### config.mk
export PLATFORM = sky130hd
export DESIGN_NAME = csr_uart_rx
export DESIGN_NICKNAME = d
export VERILOG_FILES = /design/src/rtl/csr_uart_rx_pkg.sv /design/src/rtl/uart_rx_deser.sv /design/src/rtl/csr_uart_rx.sv
export SDC_FILE = /design/constraint.sdc
export NUM_CORES = 1
export LEC_CHECK = 0
export ABC_AREA = 0
export ABC_CLOCK_PERIOD_IN_PS = 3500
export BUFFER_PORTS_ARGS = -buffer_cell sky130_fd_sc_hd__buf_2
export CAP_MARGIN = 20
export CORE_ASPECT_RATIO = 1.4
export CORE_MARGIN = 3
export CORE_UTILIZATION = 51
export CTS_CLUSTER_DIAMETER = 50
export DETAILED_ROUTE_END_ITERATION = 12
export GPL_ROUTABILITY_DRIVEN = 0
export PLACE_DENSITY = 0.71
export SLEW_MARGIN = 20
export SYNTH_ARGS = -nofsm -noshare
export SYNTH_HDL_FRONTEND = slang
export SYNTH_SLANG_ARGS = --single-unit
### constraint.sdc
create_clock -name clk -period 3.5 [get_ports clk]
set_input_delay 1.05 -clock clk [delete_from_list [all_inputs] [get_ports clk]]
set_output_delay 1.05 -clock clk [all_outputs]
set_load 0.02 [all_outputs]
### src/rtl/csr_uart_rx_pkg.sv
// Shared CSR peripheral definitions: bus addresses, receiver FSM states and the rx status word layout.
package csr_uart_rx_pkg;

    typedef enum logic [11:0] {
        CSR_UART    = 12'hBC0,
        CSR_LEDS    = 12'hBC1,
        CSR_TIMER   = 12'hBC2,
        CSR_UART_RX = 12'hBC3
    } csr_addr_e;

    typedef enum logic [2:0] {
        RX_IDLE,
        RX_START,
        RX_DATA,
        RX_STOP,
        RX_BREAK
    } rx_state_e;

    typedef struct packed {
        logic        empty;
        logic        ovf;
        logic        ferr;
        logic [20:0] rsvd;
        logic [7:0]  dat;
    } rx_csr_t;

    function automatic bit is_pow2(input int n);
        return (n >= 2) && ((n & (n - 1)) == 0);
    endfunction

endpackage

### src/rtl/uart_rx_deser.sv
// 8N1 deserializer: 2-FF synchronizer plus a mid-bit sampling FSM.
// Emits a 1-cycle byte_valid on a good stop bit and frame_err on a low one.
module uart_rx_deser
    import csr_uart_rx_pkg::*;
#(
    parameter int DIV = 10
) (
    input  logic       clk,
    input  logic       rstn,
    input  logic       rx,
    output logic       byte_valid,
    output logic [7:0] byte_data,
    output logic       frame_err
);

    localparam int CW = $clog2(DIV);
    // Counter expires at zero, so loads are one less than the wanted period.
    localparam logic [CW-1:0] HALF_LOAD = CW'(DIV / 2 - 1);
    localparam logic [CW-1:0] FULL_LOAD = CW'(DIV - 1);

    generate
        if (DIV < 4) begin : g_div_check
            $error("uart_rx_deser: DIV must be at least 4");
        end
    endgenerate

    logic            sync1_q, sync2_q;
    rx_state_e       state_q, state_d;
    logic [CW-1:0]   cnt_q, cnt_d;
    logic [2:0]      idx_q, idx_d;
    logic [7:0]      shift_q, shift_d;
    logic            expire;

    assign expire = (cnt_q == '0);

    always_ff @(posedge clk or negedge rstn) begin
        if (!rstn) begin
            sync1_q <= 1'b1;
            sync2_q <= 1'b1;
            state_q <= RX_IDLE;
            cnt_q   <= '0;
            idx_q   <= '0;
            shift_q <= '0;
        end else begin
            sync1_q <= rx;
            sync2_q <= sync1_q;
            state_q <= state_d;
            cnt_q   <= cnt_d;
            idx_q   <= idx_d;
            shift_q <= shift_d;
        end
    end

    always_comb begin
        state_d = state_q;
        cnt_d   = expire ? cnt_q : cnt_q - CW'(1);
        idx_d   = idx_q;
        shift_d = shift_q;
        case (state_q)
            RX_IDLE: begin
                if (!sync2_q) begin
                    state_d = RX_START;
                    cnt_d   = HALF_LOAD;
                end
            end
            RX_START: begin
                if (expire) begin
                    if (sync2_q) begin
                        state_d = RX_IDLE;
                    end else begin
                        state_d = RX_DATA;
                        cnt_d   = FULL_LOAD;
                        idx_d   = '0;
                    end
                end
            end
            RX_DATA: begin
                if (expire) begin
                    shift_d = {sync2_q, shift_q[7:1]};
                    cnt_d   = FULL_LOAD;
                    idx_d   = idx_q + 3'd1;
                    if (idx_q == 3'd7) begin
                        state_d = RX_STOP;
                    end
                end
            end
            RX_STOP: begin
                if (expire) begin
                    state_d = sync2_q ? RX_IDLE : RX_BREAK;
                end
            end
            RX_BREAK: begin
                if (sync2_q) begin
                    state_d = RX_IDLE;
                end
            end
            default: state_d = RX_IDLE;
        endcase
    end

    always_comb begin
        byte_valid = 1'b0;
        frame_err  = 1'b0;
        if (state_q == RX_STOP && expire) begin
            byte_valid = sync2_q;
            frame_err  = !sync2_q;
        end
    end

    assign byte_data = shift_q;

endmodule

### src/rtl/csr_uart_rx.sv
// CSR-mapped UART receiver: deserializer feeding a byte FIFO, status read and flag clear at one CSR address.
// Reads pop the pre-edge head; sticky ovf/ferr are cleared by writing 1s to bits 30/29.
module csr_uart_rx
    import csr_uart_rx_pkg::*;
#(
    parameter int          CLOCK_RATE = 100_000_000,
    parameter int          BAUD_RATE  = 115200,
    parameter logic [11:0] CSR_ADDR   = CSR_UART_RX,
    parameter int          FIFO_DEPTH = 16
) (
    input  logic        clk,
    input  logic        rstn,
    input  logic        read,
    input  logic        write,
    input  logic [31:0] wdata,
    input  logic [11:0] addr,
    output logic [31:0] rdata,
    output logic        valid,
    input  logic        rx,
    output logic        irq_rx
);

    localparam int DIV = CLOCK_RATE / BAUD_RATE;
    localparam int AW  = $clog2(FIFO_DEPTH);

    generate
        if (!is_pow2(FIFO_DEPTH)) begin : g_depth_check
            $error("csr_uart_rx: FIFO_DEPTH must be a power of 2 and at least 2");
        end
    endgenerate

    logic        byte_valid, frame_err;
    logic [7:0]  byte_data;

    uart_rx_deser #(
        .DIV (DIV)
    ) u_deser (
        .clk        (clk),
        .rstn       (rstn),
        .rx         (rx),
        .byte_valid (byte_valid),
        .byte_data  (byte_data),
        .frame_err  (frame_err)
    );

    logic [7:0]  mem_q [FIFO_DEPTH];
    logic [AW:0] wr_ptr_q, wr_ptr_d, rd_ptr_q, rd_ptr_d;
    logic        ovf_q, ovf_d, ferr_q, ferr_d;
    logic        empty, full, sel, pop, push, ovf_set;
    rx_csr_t     csr;

    assign empty = (wr_ptr_q == rd_ptr_q);
    assign full  = (wr_ptr_q[AW] != rd_ptr_q[AW]) && (wr_ptr_q[AW-1:0] == rd_ptr_q[AW-1:0]);
    assign sel   = (addr == CSR_ADDR) && (read || write);
    assign pop   = sel && read && !empty;
    // A pop on a full FIFO frees the slot in the same edge, so the push still lands.
    assign push    = byte_valid && (!full || pop);
    assign ovf_set = byte_valid && full && !pop;

    always_comb begin
        wr_ptr_d = push ? wr_ptr_q + 1'b1 : wr_ptr_q;
        rd_ptr_d = pop  ? rd_ptr_q + 1'b1 : rd_ptr_q;
        ovf_d    = (ovf_q  && !(sel && write && wdata[30])) || ovf_set;
        ferr_d   = (ferr_q && !(sel && write && wdata[29])) || frame_err;
    end

    always_ff @(posedge clk or negedge rstn) begin
        if (!rstn) begin
            wr_ptr_q <= '0;
            rd_ptr_q <= '0;
            ovf_q    <= 1'b0;
            ferr_q   <= 1'b0;
        end else begin
            wr_ptr_q <= wr_ptr_d;
            rd_ptr_q <= rd_ptr_d;
            ovf_q    <= ovf_d;
            ferr_q   <= ferr_d;
        end
    end

    always_ff @(posedge clk) begin
        if (push) begin
            mem_q[wr_ptr_q[AW-1:0]] <= byte_data;
        end
    end

    always_comb begin
        csr       = '0;
        csr.empty = empty;
        csr.ovf   = ovf_q;
        csr.ferr  = ferr_q;
        csr.dat   = empty ? 8'h00 : mem_q[rd_ptr_q[AW-1:0]];
    end

    assign rdata  = sel ? csr : 32'h0;
    assign valid  = sel;
    assign irq_rx = !empty;

    logic unused_wdata;
    assign unused_wdata = ^{wdata[31], wdata[28:0]};

endmodule

==> results of run 1 <==
==> state kept, by name, indices dropped and copies added (netlist names) <==
register and count:
ferr_q 1, mem_q 128, ovf_q 1, rd_ptr_q 5
u_deser.byte_data 8, u_deser.cnt_q 10, u_deser.idx_q 3, u_deser.state_q 3
u_deser.sync1_q 1, u_deser.sync2_q 1, wr_ptr_q 5
==> placed cells by master (no fill, tap or decap), types with 9 or more instances in the layout <==
| master | n |
|---|---|
| xor2_1 | 11 |
| nand2_1 | 43 |
| conb_1 | 21 |
| edfxtp_1 | 128 |
| nand3_1 | 9 |
| a22oi_1 | 16 |
| nor2_1 | 9 |
| ha_1 | 9 |
| dfrtp_1 | 35 |
| clkbuf_16 | 17 |
| mux4_2 | 32 |
| buf_2 | 31 |
| nor3_1 | 10 |
| buf_4 | 11 |
| and3_1 | 15 |
| a21oi_1 | 17 |
==> kinds of logic (layout without fill, tap and decap cells) <==
| group | after synthesis | in the layout | share of synthesized area (%) |
|---|---|---|---|
| flip-flops | 166 | 166 | 67.2 |
| adder cells (fa/ha/maj) | 9 | 9 | 1.58 |
| AO/OA/AOI/OAI | 61 | 61 | 5.69 |
| buffers and inverters | 55 | 85 | 4.31 |
| XOR/XNOR | 17 | 17 | 2.09 |
| AND/OR/NAND/NOR | 113 | 113 | 8.57 |
| multiplexers | 35 | 35 | 10.5 |
| other | 1 | 21 | 0.0525 |
==> worst max-delay path by stage <==
stage / startpoint / slack, ns / depth (start not counted) / end
finish: addr[2] / 0.09 / 6 / rdata[4]
global route: addr[2] / 0.005 / 6 / rdata[4]
CTS: addr[2] / 0.02 / 6 / rdata[4]
detailed placement: addr[2] / 0.07 / 6 / rdata[4]
global placement: addr[2] / 0.07 / 6 / rdata[1]
floorplan: addr[2] / -0.03 / 5 / rdata[0]
==> through the flow <==
stage,utilization [%],setup TNS (ns),instance area (um^2),std cells,hold WS (ns)
CTS,59.6,0,8050,689,0.357
global route,59.7,0,8070,689,0.358
floorplan,-,-0.227,7220,477,0.345
finish,59.7,0,8070,689,0.356
detailed placement,55.0,0,7430,654,0.347
global placement,55.0,0,7430,654,0.347
==> layer usage <==
layer	GRT usage (%)	share of wire [%]	up-vias
met2	35.3	53	130
met5	0	0	-
met3	4.62	5.7	27
met1	25.2	37	1997
met4	9.59	3.4	0
li1	-	-	1803
==> cell type report <==
| class | instances | area (um^2) | share of cell area, % |
|---|---|---|---|
| clock buffer | 17 | 425 | 5.27 |
| clock inverter | 14 | 143 | 1.77 |
| inverter | 9 | 38.8 | 0.481 |
| multi-input combinational | 256 | 2120 | 26.3 |
| sequential | 166 | 4800 | 59.5 |
| tap | 182 | 228 | 2.82 |
| timing repair buffer | 45 | 310 | 3.85 |
==> timing repair <==
| item | CTS | global route |
|---|---|---|
| resized for setup | 0 | 2 |
| hold buffers | 0 | 0 |
| buffers inserted | 3 | 0 |
| setup endpoints to repair | 2 | 7 |
| gates cloned | 1 | 0 |
| pin swaps | 0 | 0 |
==> worst reg2reg max path, cell delays in order (launching register included) <==
cell     delay, ns
dfrtp_1       0.44
inv_1         0.09
ha_1          0.21
nor3b_2       0.34
nand4_1       0.24
a31oi_1       0.21
buf_4         0.24
and3_1        0.51
==> power by group through the flow <==
| stage | Sequential [mW] | Combinational (mW) | Clock (mW) |
|---|---|---|---|
| after floorplan | 2.14 | 0.0429 | 0 |
| after global placement | 2.14 | 0.0433 | 0 |
| after detailed placement | 2.14 | 0.0440 | 0 |
| after CTS | 2.10 | 0.0439 | 1.80 |
| after global routing | 2.10 | 0.0486 | 1.88 |
| final | 2.10 | 0.0442 | 1.78 |
==> impl_metrics.json, run 1 <==
{
  "wire_per_inst_um": 21.8,
  "swShare_pct": 21.0,
  "place_ws_ns": 0.0656,
  "outcome": "finished clean",
  "hpwlAfterDp_um": 9350,
  "yosysSeqAreaShare_pct": 67.2,
  "crit_path_top_delay_cell": "and4bb_2",
  "synth_area_leaders": "edfxtp_1 54%, dfrtp_1 13%, mux4_2 10%, nand2_1 2.3%, buf_4 2.2%",
  "grt_max_degree": 39,
  "worstPathRequired_ns": 2.45,
  "r2r-start": "u_deser.cnt_q[0]$_DFF_PN0_",
  "syn_area_per_cell_um2": 15.6,
  "vias": 3957,
  "die_y_um": 146,
  "synth_edf_count": 128,
  "grt_pass1_vias": 4171,
  "setup_viol": 0,
  "relSlewSlack_pct": 44.0,
  "async_flop_share_pct": 22.9,
  "power_leakage_nw": 3.35,
  "ys_types": 54,
  "slew_viol_final": 0,
  "intPower_mw": 3.11,
  "yosysTopAreaCell": "edfxtp_1",
  "yosysWarnings": 0,
  "crit_top_cell": "buf_2",
  "grt_pass1_wl_um": 23900,
  "cts.reportedPaths.clkPinSlew_ns": 0.06,
  "wirelength_um": 15100,
  "hold_depth": 0,
  "cp_max_fo": 11,
  "hold_start": "u_deser.sync1_q$_DFF_PN1_",
  "r2r_setup_slack_ns": 0.86,
  "clk_latency_ns": 0.41,
  "antenna_cells": 0,
  "worstHoldPathType": "reg2reg",
  "worst_slack_ns": 0.0880,
  "crit_path_start_kind": "primary input",
  "pwr-share-seq_pct": 53.5,
  "synth-seq-cells": 166,
  "period_share_pct": 97.5,
  "viasPerCell": 5.74,
  "synthFlopType": "edfxtp_1",
  "core_um2": 13500,
  "cts-root-buf": "clkbuf_16",
  "fin_nets": 553,
  "cts_tree": "yes",
  "io_pins": 83,
  "cts.path.max_buffers": 2,
  "synthTopCellsByCount": "128 x edfxtp_1, 43 x nand2_1, 36 x dfrtp_1",
  "p_clk_share_pct": 45.4,
  "grt_usage_pct": 20.8,
  "overflow": 0,
  "synthToLayoutAreaGrowth_pct": 12.9,
  "cp-end-kind": "primary output",
  "worst-path-buf-inv": 2,
  "cp.arrival_ns": 2.36,
  "drive_gt1_share_pct": 23.9,
  "cts.sinks": 166,
  "antenna_found_initial": 0,
  "yosysMostFrequentCell": "edfxtp_1",
  "path_delay_family": "compound AO/OA/AOI/OAI gates",
  "max_stage_delay_ns": 0.32,
  "dr.first_iter.drc_count": 312,
  "worst_pin_slew_ns": 0.839,
  "post-route-min-period_ns": 3.41,
  "cts_made_buffers": 17,
  "combPwrFrac_pct": 1.1,
  "crit_chain": "buf_2 -> and4bb_2 -> o2111a_1 -> a21bo_4 -> a21oi_1 -> buf_2",
  "drv_cap": 0,
  "drc": 0,
  "hold_violations": 0,
  "total_power_mw": 3.93,
  "hold_path_end": "u_deser.sync2_q$_DFF_PN1_",
  "power_density_nw_per_um2": 487,
  "timing.rr.end": "mem_q[9][5]$_DFFE_PP_",
  "ir_drop_v": 0.000403,
  "synth_cells": 457,
  "dieArea_um2": 15500,
  "yosysTopAreaCellShare_pct": 53.8,
  "p_switching_mw": 0.824,
  "die_x_um": 106,
  "portBuffers": 31,
  "crit_type": "in2out",
  "reg2reg_depth": 7,
  "max_clock_freq_ghz": 0.293,
  "start_util_pct": 52.8,
  "h-tree-depth": 4,
  "rsz0062_at_grt": "no",
  "fin_worst_skew_ns": 0.00890,
  "synth_area_um2": 7140,
  "rows": 50,
  "dr.pass1.iters": 4,
  "final_antenna_net_count": 0,
  "nFillCells": 1019
}
No activity file was read; power rests on OpenSTA's default activity.
==> run 2, diff against run 1 <==
- ABC_AREA: 0 -> 1
- SYNTH_HIERARCHICAL: not set -> 1
==> run 2 against run 1 <==
  * Clock-buffer cell count up 1
  * Setup slack better by 0.10 ns
  * First-iteration DRC count decreased by 5.1%
  * Combinational power grew 7.9%
  * Critical path depth grew 2
  * Critical endpoint is now rdata[1]
  * Sequential power about the same
  * Utilization shrank 1.1 points
  * Clock skew is 0.0025 ns higher
  * Sequential share of layout area decreased by 5.1 points
  * Worst hold slack improved by 0.0054 ns
  * Power rose by 3.8%
  * Critical path type is now reg2out
  * Sequential cell count unchanged
==> impl_metrics.json, run 2 <==
{
  "synthToLayoutAreaGrowth_pct": 12.4,
  "crit_chain": "buf_4 -> nand2_1 -> nand2_1 -> nor2_2 -> nand3_2 -> nand2_2 -> a21oi_1 -> buf_2",
  "grt_max_degree": 69,
  "synth_cells": 829,
  "yosysTopAreaCellShare_pct": 48.9,
  "cts_made_buffers": 17,
  "cp_max_fo": 29,
  "syn_area_per_cell_um2": 9.47,
  "dr.pass1.iters": 6,
  "nFillCells": 1278,
  "drive_gt1_share_pct": 13.7,
  "ir_drop_v": 0.000330,
  "postCtsSetupBuffers": 0,
  "cts.sinks": 166,
  "yosysMostFrequentCell": "nand2_1",
  "crit_path_top_delay_cell": "dfrtp_1",
  "synth-seq-cells": 166,
  "io_pins": 83,
  "drv_cap": 0,
  "dr.first_iter.drc_count": 296,
  "worstHoldPathType": "reg2reg",
  "cp.arrival_ns": 2.26,
  "cts.reportedPaths.clkPinSlew_ns": 0.06,
  "yosysSeqAreaShare_pct": 61.1,
  "relSlewSlack_pct": 41.9,
  "max_clock_freq_ghz": 0.302,
  "portBuffers": 31,
  "rows": 53,
  "overflow": 0,
  "viasPerCell": 5.21,
  "yosysWarnings": 6,
  "power_density_nw_per_um2": 462,
  "crit_top_cell": "nand2_1",
  "final_cell_mix": "279 x nand2_1, 128 x edfxtp_1, 104 x nor2_1",
  "grt_pass1_vias": 5430,
  "rsz0062_at_grt": "no",
  "worstPathRequired_ns": 2.45,
  "cts.path.max_buffers": 2,
  "wire_per_inst_um": 15.4,
  "hold_violations": 0,
  "synth_area_leaders": "edfxtp_1 49%, nand2_1 13%, dfrtp_1 11%, nor2_1 5.0%, nand3_1 4.5%",
  "antenna_cells": 0,
  "largest_register_ffs": 128,
  "max_stage_delay_ns": 0.41,
  "final-seq-area_um2": 4800,
  "slew_viol_final": 0,
  "die_y_um": 153,
  "ys_types": 33,
  "wirelength_um": 16600,
  "h-tree-depth": 4,
  "crit_path_start_kind": "register",
  "hpwlAfterDp_um": 10800,
  "postPlaceCellArea_um2": 8200,
  "start_util_pct": 52.2,
  "synthTopCellsByCount": "280 x nand2_1, 128 x edfxtp_1, 104 x nor2_1",
  "antenna_found_initial": 0,
  "post-route-min-period_ns": 3.31,
  "vias": 5607,
  "grt_usage_pct": 20.2,
  "layout_commonest_cell": "nand2_1",
  "cts-root-buf": "clkbuf_16",
  "outcome": "finished clean",
  "cp-end-kind": "primary output",
  "final_antenna_net_count": 0,
  "period_share_pct": 94.5,
  "fin_nets": 930,
  "power_leakage_nw": 4.08,
  "async_flop_share_pct": 22.9,
  "grt_pass1_wl_um": 27100,
  "crit_type": "reg2out",
  "cts_tree": "yes",
  "multiInputGateArea_um2": 2630,
  "fin_worst_skew_ns": 0.0114,
  "die_x_um": 111,
  "cts.repair.resized": 0,
  "final_area_um2": 8830,
  "drc": 0,
  "synth_edf_count": 128,
  "dieArea_um2": 16900,
  "cts_hold_buf": 0,
  "core_um2": 15100,
  "clk_latency_ns": 0.42,
  "setup_viol": 0,
  "worst_pin_slew_ns": 0.872,
  "synthFlopType": "edfxtp_1",
  "synth_area_um2": 7850,
  "fin_tns_setup_ns": 0,
  "yosysTopAreaCell": "edfxtp_1"
}
run 2: power by group:
part	internal (mW)	switching, mW
Sequential	2.10	0.00151
Combinational	0.00967	0.0380
Clock	1.14	0.788
run 2: final timing paths:
check	from	to	slack (ns)	depth (start not counted)
max in group asynchronous	rstn	rd_ptr_q[0]$_DFFE_PN0P_	2.15	1
min	u_deser/sync1_q$_DFF_PN1_	u_deser/sync2_q$_DFF_PN1_	0.36	0
max reg2reg	u_deser/cnt_q[0]$_DFF_PN0_	mem_q[15][4]$_DFFE_PP_	1.00	9
max	rd_ptr_q[1]$_DFFE_PN0P_	rdata[1]	0.19	8
min in group asynchronous	rstn	u_deser/cnt_q[3]$_DFF_PN0_	0.75	1
min reg2reg	u_deser/sync1_q$_DFF_PN1_	u_deser/sync2_q$_DFF_PN1_	0.36	0
run 2: critical path, delay by kind of cell, from the launching register on:
family	cells	cell delay, ns
flops	1	0.41
buf+inv	2	0.44
simple gates	5	0.89
compound gates	1	0.09
run 2: logic make-up (layout without fill, tap and decap cells):
| group | after synthesis | count (layout) | synth area share, % |
|---|---|---|---|
| other cells | 1 | 21 | 0.0477 |
| fa+ha+maj | 9 | 9 | 1.43 |
| flops | 166 | 166 | 61.1 |
| compound gates | 59 | 59 | 3.84 |
| xor+xnor | 7 | 7 | 0.781 |
| simple gates | 487 | 487 | 26.3 |
| buf+inv | 100 | 136 | 6.53 |
run 2: metal layers:
| metal | wire length [um] | global-route usage [%] | vias to the layer above | part of all wire (%) |
|---|---|---|---|---|
| met4 | 386 | 7.86 | 0 | 2.3 |
| met1 | 6650 | 24.5 | 2633 | 40 |
| met3 | 909 | 4.51 | 26 | 5.5 |
| met5 | 0 | 0 | - | 0 |
| li1 | - | - | 2778 | - |
| met2 | 8630 | 35.2 | 170 | 52 |
run 2: layout make-up:
type                    instances  share of cell area (%)
flip-flops and latches        166                    54.4
multi-input cells             583                    29.7
clock buffers                  18                    4.86
repair buffers                 55                    4.08
well taps                     192                    2.72
clock inverters                14                    2.11
inverters                      49                    2.11
run 2: through the flow:
stage          util (%)  setup WS [ns]  hold slack (ns)  power [mW]  std cells
6_report           58.6          0.193            0.361        4.08       1077
3_5_place_dp       54.5          0.131            0.353        2.19       1045
2_1_floorplan         -          0.243            0.345        2.19        849
4_1_cts            58.6         0.0917            0.362        4.11       1077
5_1_grt            58.6         0.0125            0.367        4.20       1077
3_3_place_gp       54.5          0.113            0.346        2.19       1045
==> run 3, diff against run 2 <==
- ABC_CLOCK_PERIOD_IN_PS: 3500 -> 4000
- CORE_UTILIZATION: 51 -> 30
- PLACE_DENSITY: 0.71 -> not set
- clock period: 3.5 -> 4 ns (I/O delays scaled with it)
==> run 3 against run 2 <==
  * Critical path depth unchanged
  * Sequential power shrank 12%
  * Combinational power decreased by 13%
  * Non-clock buffer count fell by 14
  * Utilization fell by 24 points
  * Clock power shrank 15%
  * Die area rose by 66%
  * Clock skew grew 0.0010 ns
  * Register-to-register slack worse by 0.03 ns
  * Cell count is 10% higher
  * Setup slack improved by 0.0034 ns
  * Highest routed layer unchanged
==> impl_metrics.json, run 3 (synthesis results as in run 2) <==
{
  "cp.depth": 8,
  "final_antenna_net_count": 0,
  "worst-path-buf-inv": 3,
  "fin_tns_setup_ns": 0,
  "multiInputGateArea_um2": 2620,
  "die_x_um": 143,
  "io_pins": 83,
  "layout_commonest_cell": "nand2_1",
  "grt_max_degree": 65,
  "overflow": 0,
  "cp.arrival_ns": 2.60,
  "max_clock_freq_ghz": 0.263,
  "outcome": "finished clean",
  "nFillCells": 2589,
  "final_cell_mix": "280 x nand2_1, 128 x edfxtp_1, 104 x nor2_1",
  "grt_pass1_vias": 5287,
  "crit_path_start_kind": "primary input",
  "h-tree-depth": 4,
  "dr.pass1.iters": 6,
  "cts.reportedPaths.clkPinSlew_ns": 0.07,
  "synthToLayoutAreaGrowth_pct": 12.7,
  "cts_made_buffers": 17,
  "clk_latency_ns": 0.43,
  "total_power_mw": 3.52,
  "grt_usage_pct": 12.6,
  "dr.first_iter.drc_count": 399,
  "portBuffers": 31,
  "drive_gt1_share_pct": 12.1,
  "cts_tree": "yes",
  "wire_per_inst_um": 14.3,
  "crit_chain": "buf_2 -> nor2_1 -> nor3_1 -> nand2_1 -> inv_1 -> nand2_1 -> a21oi_1 -> buf_2",
  "cp-end-kind": "primary output",
  "cts.sinks": 166,
  "rows": 69,
  "core_um2": 25600,
  "antenna_cells": 0,
  "relSlewSlack_pct": 41.1,
  "worstHoldPathType": "reg2reg",
  "vias": 5491,
  "crit_path_top_delay_cell": "a21oi_1",
  "start_util_pct": 30.7,
  "fin_worst_skew_ns": 0.0124,
  "hold_violations": 0,
  "fin_nets": 916,
  "cp_max_fo": 8,
  "drc": 0,
  "rsz0062_at_grt": "no",
  "antenna_found_initial": 0,
  "period_share_pct": 95.1,
  "ir_drop_v": 0.000292,
  "slew_viol_final": 0,
  "max_stage_delay_ns": 0.25,
  "postCtsSetupBuffers": 0,
  "power_density_nw_per_um2": 398,
  "setup_viol": 0,
  "dieArea_um2": 28200,
  "path_delay_family": "simple AND/OR/NAND/NOR gates",
  "cts_hold_buf": 0,
  "viasPerCell": 4.61,
  "grt_pass1_wl_um": 27600,
  "final-seq-area_um2": 4800,
  "worstPathRequired_ns": 2.80,
  "cts.repair.resized": 0,
  "crit_type": "in2out",
  "hpwlAfterDp_um": 10900,
  "hold_depth": 0,
  "cts-root-buf": "clkbuf_16",
  "largest_register_ffs": 128,
  "wirelength_um": 17000,
  "die_y_um": 197,
  "drv_cap": 0,
  "power_leakage_nw": 4.00,
  "reg2reg_depth": 8,
  "cts.path.max_buffers": 2,
  "worst_pin_slew_ns": 0.884,
  "post-route-min-period_ns": 3.80
}
-- run 3: changes by cell type in the layout (fill, tap and decap cells not counted), sizes merged --
cell / previous run / this run
buf: 55 / 41
inv: 54 / 55
bufinv: 3 / 2
clkinv: 4 / 3
clkinvlp: 2 / 3
-- run 3: worst register-to-register path, stage by stage, from the launching register on --
cell and delay [ns]:
dfrtp_1 0.40, inv_1 0.13, ha_1 0.30, nand2_2 0.10, nor2_4 0.13, nand3_4 0.22
nor3_2 0.51, nand2_4 0.25, nor2_1 0.64
-- run 3: final cells by class --
cell class | count | area share [%]
Timing Repair Buffer | 41 | 2.88
Inverter | 49 | 2.11
Clock buffer | 18 | 4.85
Clock inverter | 14 | 1.84
Tap cell | 319 | 4.51
Multi-Input combinational cell | 583 | 29.6
Sequential cell | 166 | 54.2
-- run 3: path summary, 6_finish.rpt --
path	start	to	slack (ns)
setup reg to reg	u_deser/cnt_q[0]$_DFF_PN0_	mem_q[2][7]$_DFFE_PP_	0.97
hold reg to reg	u_deser/sync1_q$_DFF_PN1_	u_deser/sync2_q$_DFF_PN1_	0.35
min in group asynchronous	rstn	u_deser/cnt_q[7]$_DFF_PN0_	0.89
hold / removal	u_deser/sync1_q$_DFF_PN1_	u_deser/sync2_q$_DFF_PN1_	0.35
max in group asynchronous	rstn	rd_ptr_q[0]$_DFFE_PN0P_	2.50
setup / recovery	read	rdata[6]	0.20
-- run 3: per-stage QoR --
step                      area, um^2  util (%)  setup slack (ns)  cells  hold slack (ns)
after global placement          8260      32.3             0.214   1158            0.346
after global routing            8850      34.6            0.0539   1190            0.362
final                           8850      34.6             0.196   1190            0.353
after floorplan                 7930         -             0.443    849            0.345
after CTS                       8850      34.6             0.212   1190            0.355
after detailed placement        8260      32.3             0.217   1158            0.347
-- run 3: layer usage --
metal | global-route usage, % | share of wire (%) | vias to the layer above
met5 | 0 | 0 | -
met4 | 3.59 | 1.0 | 0
met3 | 2.64 | 4.3 | 14
met2 | 22.3 | 52 | 119
met1 | 15.4 | 43 | 2607
li1 | - | - | 2751
-- run 3: where the power goes --
part           leakage [nW]  internal (mW)  switching (mW)  total [mW]
combinational          1.73        0.00845          0.0330      0.0415
sequential             1.99           1.84         0.00126        1.84
clock                 0.282          0.937           0.704        1.64
total                  4.00           2.78           0.738        3.52
